## src/rtl/parity_rx.sv

```systemverilog
// UART-style serial receiver with a 2-flop input synchronizer, selectable even/odd
// parity checking and framing-error detection. Outputs update together with a valid pulse.
module parity_rx #(
    parameter int DATA_BITS    = 8,
    parameter int CLKS_PER_BIT = 16,
    parameter int PARITY_ODD   = 0
) (
    input  logic                 clk,
    input  logic                 reset,
    input  logic                 rxd,
    output logic [DATA_BITS-1:0] data,
    output logic                 valid,
    output logic                 parity_err,
    output logic                 frame_err,
    output logic                 busy
);

    localparam int CNT_W = $clog2(CLKS_PER_BIT);
    localparam int IDX_W = (DATA_BITS > 1) ? $clog2(DATA_BITS) : 1;
    localparam logic [CNT_W-1:0] CNT_HALF = CNT_W'(CLKS_PER_BIT / 2 - 1);
    localparam logic [CNT_W-1:0] CNT_LAST = CNT_W'(CLKS_PER_BIT - 1);
    localparam logic [IDX_W-1:0] IDX_LAST = IDX_W'(DATA_BITS - 1);
    localparam logic             PAR_ODD  = 1'(PARITY_ODD);

    typedef enum logic [2:0] {
        IDLE      = 3'd0,
        START     = 3'd1,
        DATA      = 3'd2,
        PARITY    = 3'd3,
        STOP      = 3'd4,
        WAIT_HIGH = 3'd5
    } state_t;

    // A result of 1 means the received word and parity bit disagree with the selected sense.
    function automatic logic parity_check(input logic [DATA_BITS-1:0] d, input logic p);
        return (^d) ^ p ^ PAR_ODD;
    endfunction

    state_t               state_r, state_s;
    logic                 sync1_r, rxs_r;
    logic [CNT_W-1:0]     cnt_r, cnt_s;
    logic [IDX_W-1:0]     idx_r, idx_s;
    logic [DATA_BITS-1:0] shift_r, shift_s;
    logic                 par_r, par_s;
    logic [DATA_BITS-1:0] data_r, data_s;
    logic                 valid_r, valid_s;
    logic                 perr_r, perr_s;
    logic                 ferr_r, ferr_s;
    logic                 busy_r, busy_s;

    // Next-state, bit timing and output-update logic.
    always_comb begin
        state_s = state_r;
        cnt_s   = cnt_r + CNT_W'(1);
        idx_s   = idx_r;
        shift_s = shift_r;
        par_s   = par_r;
        data_s  = data_r;
        valid_s = 1'b0;
        perr_s  = perr_r;
        ferr_s  = ferr_r;
        case (state_r)
            IDLE: begin
                cnt_s = '0;
                if (!rxs_r) begin
                    state_s = START;
                end else begin
                    state_s = IDLE;
                end
            end
            START: begin
                // A start bit that is high again at mid-bit is treated as a glitch.
                if (cnt_r == CNT_HALF) begin
                    cnt_s = '0;
                    idx_s = '0;
                    if (rxs_r) begin
                        state_s = IDLE;
                    end else begin
                        state_s = DATA;
                    end
                end else begin
                    state_s = START;
                end
            end
            DATA: begin
                if (cnt_r == CNT_LAST) begin
                    cnt_s          = '0;
                    shift_s[idx_r] = rxs_r;
                    if (idx_r == IDX_LAST) begin
                        state_s = PARITY;
                    end else begin
                        idx_s = idx_r + IDX_W'(1);
                    end
                end else begin
                    state_s = DATA;
                end
            end
            PARITY: begin
                if (cnt_r == CNT_LAST) begin
                    cnt_s   = '0;
                    par_s   = rxs_r;
                    state_s = STOP;
                end else begin
                    state_s = PARITY;
                end
            end
            STOP: begin
                if (cnt_r == CNT_LAST) begin
                    cnt_s   = '0;
                    valid_s = 1'b1;
                    data_s  = shift_r;
                    perr_s  = parity_check(shift_r, par_r);
                    ferr_s  = ~rxs_r;
                    if (rxs_r) begin
                        state_s = IDLE;
                    end else begin
                        state_s = WAIT_HIGH;
                    end
                end else begin
                    state_s = STOP;
                end
            end
            WAIT_HIGH: begin
                cnt_s = '0;
                if (rxs_r) begin
                    state_s = IDLE;
                end else begin
                    state_s = WAIT_HIGH;
                end
            end
            default: begin
                cnt_s   = '0;
                state_s = IDLE;
            end
        endcase
        busy_s = (state_s != IDLE);
    end

    // State, synchronizer and output registers; reset overrides any frame in progress.
    always_ff @(posedge clk) begin
        if (reset) begin
            state_r <= IDLE;
            sync1_r <= 1'b1;
            rxs_r   <= 1'b1;
            cnt_r   <= '0;
            idx_r   <= '0;
            shift_r <= '0;
            par_r   <= 1'b0;
            data_r  <= '0;
            valid_r <= 1'b0;
            perr_r  <= 1'b0;
            ferr_r  <= 1'b0;
            busy_r  <= 1'b0;
        end else begin
            state_r <= state_s;
            sync1_r <= rxd;
            rxs_r   <= sync1_r;
            cnt_r   <= cnt_s;
            idx_r   <= idx_s;
            shift_r <= shift_s;
            par_r   <= par_s;
            data_r  <= data_s;
            valid_r <= valid_s;
            perr_r  <= perr_s;
            ferr_r  <= ferr_s;
            busy_r  <= busy_s;
        end
    end

    assign data       = data_r;
    assign valid      = valid_r;
    assign parity_err = perr_r;
    assign frame_err  = ferr_r;
    assign busy       = busy_r;

endmodule

```

## config.mk

```make
export PLATFORM = sky130hd
export DESIGN_NAME = parity_rx
export DESIGN_NICKNAME = d
export VERILOG_FILES = /design/src/rtl/parity_rx.sv
export SDC_FILE = /design/constraint.sdc
export NUM_CORES = 1
export LEC_CHECK = 0
export CAP_MARGIN = 20
export CORE_MARGIN = 8
export CORE_UTILIZATION = 50
export DETAILED_ROUTE_END_ITERATION = 7
export GPL_TIMING_DRIVEN = 1
export PLACE_DENSITY = 0.74
export SYNTH_ARGS = -nofsm -noshare
export SYNTH_HDL_FRONTEND = slang
export SYNTH_SLANG_ARGS = --single-unit
```

## constraint.sdc

```tcl
create_clock -name clk -period 1.8 [get_ports clk]
set_input_delay 0.36 -clock clk [delete_from_list [all_inputs] [get_ports clk]]
set_output_delay 0.36 -clock clk [all_outputs]
set_load 0.02 [all_outputs]
```

==> impl_metrics.csv <==
group,metric,value,unit
global_route,grt_max_degree,28,
run,drv.max_cap_violation_count,0,
place,place.port_buffers,14,
worst_setup_path,worst_ep_required_time,2.08,ns
floorplan,design.die.area,5200,um2
floorplan,core_region,3030,um2
sta,report.final.slew_viol_count,0,
synthesis,yosys_warnings,0,
finish,layout_common_cells,"32 x sky130_fd_sc_hd__dfxtp_1, 24 x sky130_fd_sc_hd__nand2_1, 21 x sky130_fd_sc_hd__nor2_1, 14 x sky130_fd_sc_hd__clkdlybuf4s50_1, 13 x sky130_fd_sc_hd__a21oi_1",
route,ant_nets,0,
cts,clock_tree.root_cell,"sky130_fd_sc_hd__clkbuf_4",
place,routabilityCongestion,0.797,
cts,clkTransAtPathRegs,0.11,ns
sta,setup_violations,0,
route,detailed_route_via_count,1323,
synthesis,synth_top_cells_by_area,"sky130_fd_sc_hd__dfxtp_1 42%, sky130_fd_sc_hd__mux2i_1 5.7%, sky130_fd_sc_hd__nand2_1 5.7%",
worst_setup_path,crit_slowest_cell,"sky130_fd_sc_hd__or3_4",
worst_setup_path,worst-path-max-fanout,4,
worst_setup_path,slowest_delay,0.41,ns
route,wl_per_cell,13.4,um
finish,utilization,63.3,%
cts,ctsLongestPathBuffers,2,
synthesis,synth.distinct_cells,39,
synthesis,synth_cells,184,
worst_setup_path,worst_setup_path_end_kind,"flip-flop",
place,dp_hpwl,2350,um
synthesis,synth_largest_area_cell,"sky130_fd_sc_hd__dfxtp_1",
worst_setup_path,critPathArrivalTime,2.01,ns
finish,syn2layout_area_growth,21.9,%
power,ir_worst_vdd,0.522,mV
sta,skew,0.00576,ns
global_route,grt_remaining_overflow,0,
synthesis,postSynthAreaPerCell,8.55,um2
finish,nNetsFinal,208,
route,drt-total-wl,3300,um
route,drt_first_pass_iters,4,
cts,cts_inserted_buffers,5,
finish,final_layout_size_suffix_gt1_share,14.8,%
synthesis,synth_area,1570,um2
outcome,run_status,"completed",
finish,fillerInstances,257,
synthesis,synth_top_cell_area_share,42.0,%
cts,hold_buffers,0,
cts,clock_latency,0.34,ns
cts,h_tree_depth,2,
synthesis,synth.ff_latch_count,33,
sta,worst_slew_pin_slew,0.371,ns
floorplan,rows,20,
cts,cts.sinks,33,
finish,layout_commonest_cell,"sky130_fd_sc_hd__dfxtp_1",
place,dp_worst_setup_slack,-0.0221,ns
synthesis,syn-num-nets,190,
power,powerDensity,701,nW/um2
finish,n_antenna_cell,0,
synthesis,synth_sequential_area_ratio,42.0,%
worst_hold_path,timing.hold.worst.class,"reg -> reg",
worst_setup_path,cpLargestDelayFamily,"simple AND/OR/NAND/NOR gates",
power,total_leakage_power,0.702,nW
sta,clock.fmax,576,MHz
sta,layout_min_cycle_time,1.74,ns
floorplan,io_pins,15,
floorplan,die_y,72.1,um
cts,cts_tree,"yes",
global_route,first_pass_grt_wire_length,5490,um
worst_setup_path,worstSetupPathType,"reg -> reg",
sta,timing.final.ws_setup,0.0646,ns
route,drt_iter0_drc,175,
global_route,first_global_vias,1225,
global_route,gr-usage-all-layers,13.3,%
sta,timing.max_slew.rel_slack,75.0,%
worst_setup_path,crit_path_start_kind,"flip-flop",
sta,timing.final.hold_violations,0,
worst_setup_path,timing.critical_path.mode_cell,"sky130_fd_sc_hd__ha_4",
worst_setup_path,cp_num_buf_inv,0,
floorplan,start_util,52.0,%
route,post_drt_via_cell_ratio,5.36,
worst_setup_path,critical_path.cell_chain,"ha_4 -> ha_4 -> and4bb_1 -> o2111ai_4 -> or3_4 -> a21oi_2",
sta,final.period_utilization,96.4,%
global_route,grt_antenna_before_repair,0,
route,drc_errors,0,
sta,grt_setup_unrepaired,"true",
floorplan,die_w,72.1,um
-- metal layers --
layer,vias to the layer above,share of wire (%),GRT usage [%]
met5,-,0,0
met4,0,1.7,4.99
li1,671,-,-
met2,28,52,23.3
met1,616,42,14.5
met3,8,3.6,4.13
-- metrics by stage --
stage          std cells  hold WS (ns)  instance area [um2]  power [mW]  setup TNS, ns
2_1_floorplan        184         0.383                 1570       0.784              0
3_3_place_gp         237         0.386                 1760       0.797              0
3_5_place_dp         237         0.394                 1760       0.798        -0.0221
4_1_cts              245         0.421                 1850        1.37              0
5_1_grt              247         0.438                 1920        1.40        -0.0117
6_report             247         0.416                 1920        1.35              0
-- worst register-to-register path, cell delays in order, from the launching register on --
cell and delay (ns):
sky130_fd_sc_hd__dfxtp_1 0.36, sky130_fd_sc_hd__ha_4 0.17, sky130_fd_sc_hd__ha_4 0.15, sky130_fd_sc_hd__and4bb_1 0.29
sky130_fd_sc_hd__o2111ai_4 0.15, sky130_fd_sc_hd__or3_4 0.42, sky130_fd_sc_hd__a21oi_2 0.14
-- cells by family (layout without fill, tap and decap cells) --
logic type / Yosys count / in the layout / share of synthesized area (%)
XOR/XNOR: 9 / 9 / 5.88
AO/OA/AOI/OAI: 28 / 28 / 10.7
multiplexers: 9 / 9 / 5.72
AND/OR/NAND/NOR: 83 / 83 / 26.9
buffers and inverters: 19 / 38 / 6.52
flip-flops: 33 / 33 / 42.0
adder cells (fa/ha/maj): 3 / 3 / 2.38
-- power by group --
part	total (mW)	internal (mW)	leakage, nW	switching, mW
sequential	0.738	0.734	0.267	0.00422
clock	0.564	0.294	0.0414	0.270
combinational	0.0437	0.0176	0.394	0.0261
total	1.35	1.05	0.702	0.301
-- synth_stat cells --
master and number:
sky130_fd_sc_hd__a2111oi_0 1, sky130_fd_sc_hd__a211oi_1 1, sky130_fd_sc_hd__a21oi_1 14, sky130_fd_sc_hd__a31oi_1 4, sky130_fd_sc_hd__and3_1 1, sky130_fd_sc_hd__and3_2 1
sky130_fd_sc_hd__and4bb_1 1, sky130_fd_sc_hd__buf_2 4, sky130_fd_sc_hd__buf_4 1, sky130_fd_sc_hd__buf_6 3, sky130_fd_sc_hd__clkbuf_1 7, sky130_fd_sc_hd__clkinv_1 1
sky130_fd_sc_hd__dfxtp_1 33, sky130_fd_sc_hd__ha_1 3, sky130_fd_sc_hd__inv_1 3, sky130_fd_sc_hd__mux2i_1 9, sky130_fd_sc_hd__nand2_1 24, sky130_fd_sc_hd__nand2b_1 3
sky130_fd_sc_hd__nand3_1 6, sky130_fd_sc_hd__nand3b_1 2, sky130_fd_sc_hd__nand4_1 8, sky130_fd_sc_hd__nor2_1 21, sky130_fd_sc_hd__nor2b_1 2, sky130_fd_sc_hd__nor3_1 1
sky130_fd_sc_hd__nor3b_1 2, sky130_fd_sc_hd__nor3b_2 1, sky130_fd_sc_hd__nor4_1 2, sky130_fd_sc_hd__o2111ai_1 2, sky130_fd_sc_hd__o21ai_1 3, sky130_fd_sc_hd__o21bai_1 1
sky130_fd_sc_hd__o31ai_1 1, sky130_fd_sc_hd__o32ai_1 1, sky130_fd_sc_hd__or2_1 4, sky130_fd_sc_hd__or3_1 1, sky130_fd_sc_hd__or3b_1 2, sky130_fd_sc_hd__or4_1 1
sky130_fd_sc_hd__xnor2_1 6, sky130_fd_sc_hd__xnor3_1 1, sky130_fd_sc_hd__xor2_1 2
-- registers in the layout, indices dropped and copies added, names as in the netlist --
| register | count |
|---|---|
| parity_err | 1 |
| frame_err | 1 |
| cnt_r | 4 |
| state_r | 3 |
| busy | 1 |
| sync1_r | 1 |
| shift_r | 8 |
| data | 8 |
| rxs_r | 1 |
| valid | 1 |
| idx_r | 3 |
| par_r | 1 |
-- repair_timing --
item | in CTS | in global routing
gates resized for setup | 2 | 10
gates cloned | 0 | 0
pin swaps | 0 | 4
endpoints found under the setup margin | 1 | 3
buffers inserted | 0 | 2
-- worst paths after layout --
check | from | end | slack [ns] | cells after the start
max | idx_r[0]$_SDFFE_PP0P_ | idx_r[0]$_SDFFE_PP0P_ | 0.06 | 6
min | sync1_r$_SDFF_PP1_ | rxs_r$_SDFF_PP1_ | 0.42 | 1
max reg2reg | idx_r[0]$_SDFFE_PP0P_ | idx_r[0]$_SDFFE_PP0P_ | 0.06 | 6
min reg2reg | sync1_r$_SDFF_PP1_ | rxs_r$_SDFF_PP1_ | 0.42 | 1
-- final cells by class --
cell class              count  area [um2]  share of cell area, %
clock buffers               5        37.5                   1.96
clock inverters             3        46.3                   2.41
inverters                   4        15.0                  0.783
multi-input cells         132         870                   45.3
flip-flops and latches     33         664                   34.6
well taps                  44        55.1                   2.87
repair buffers             26         230                   12.0
No activity file was read; power rests on OpenSTA's default activity.
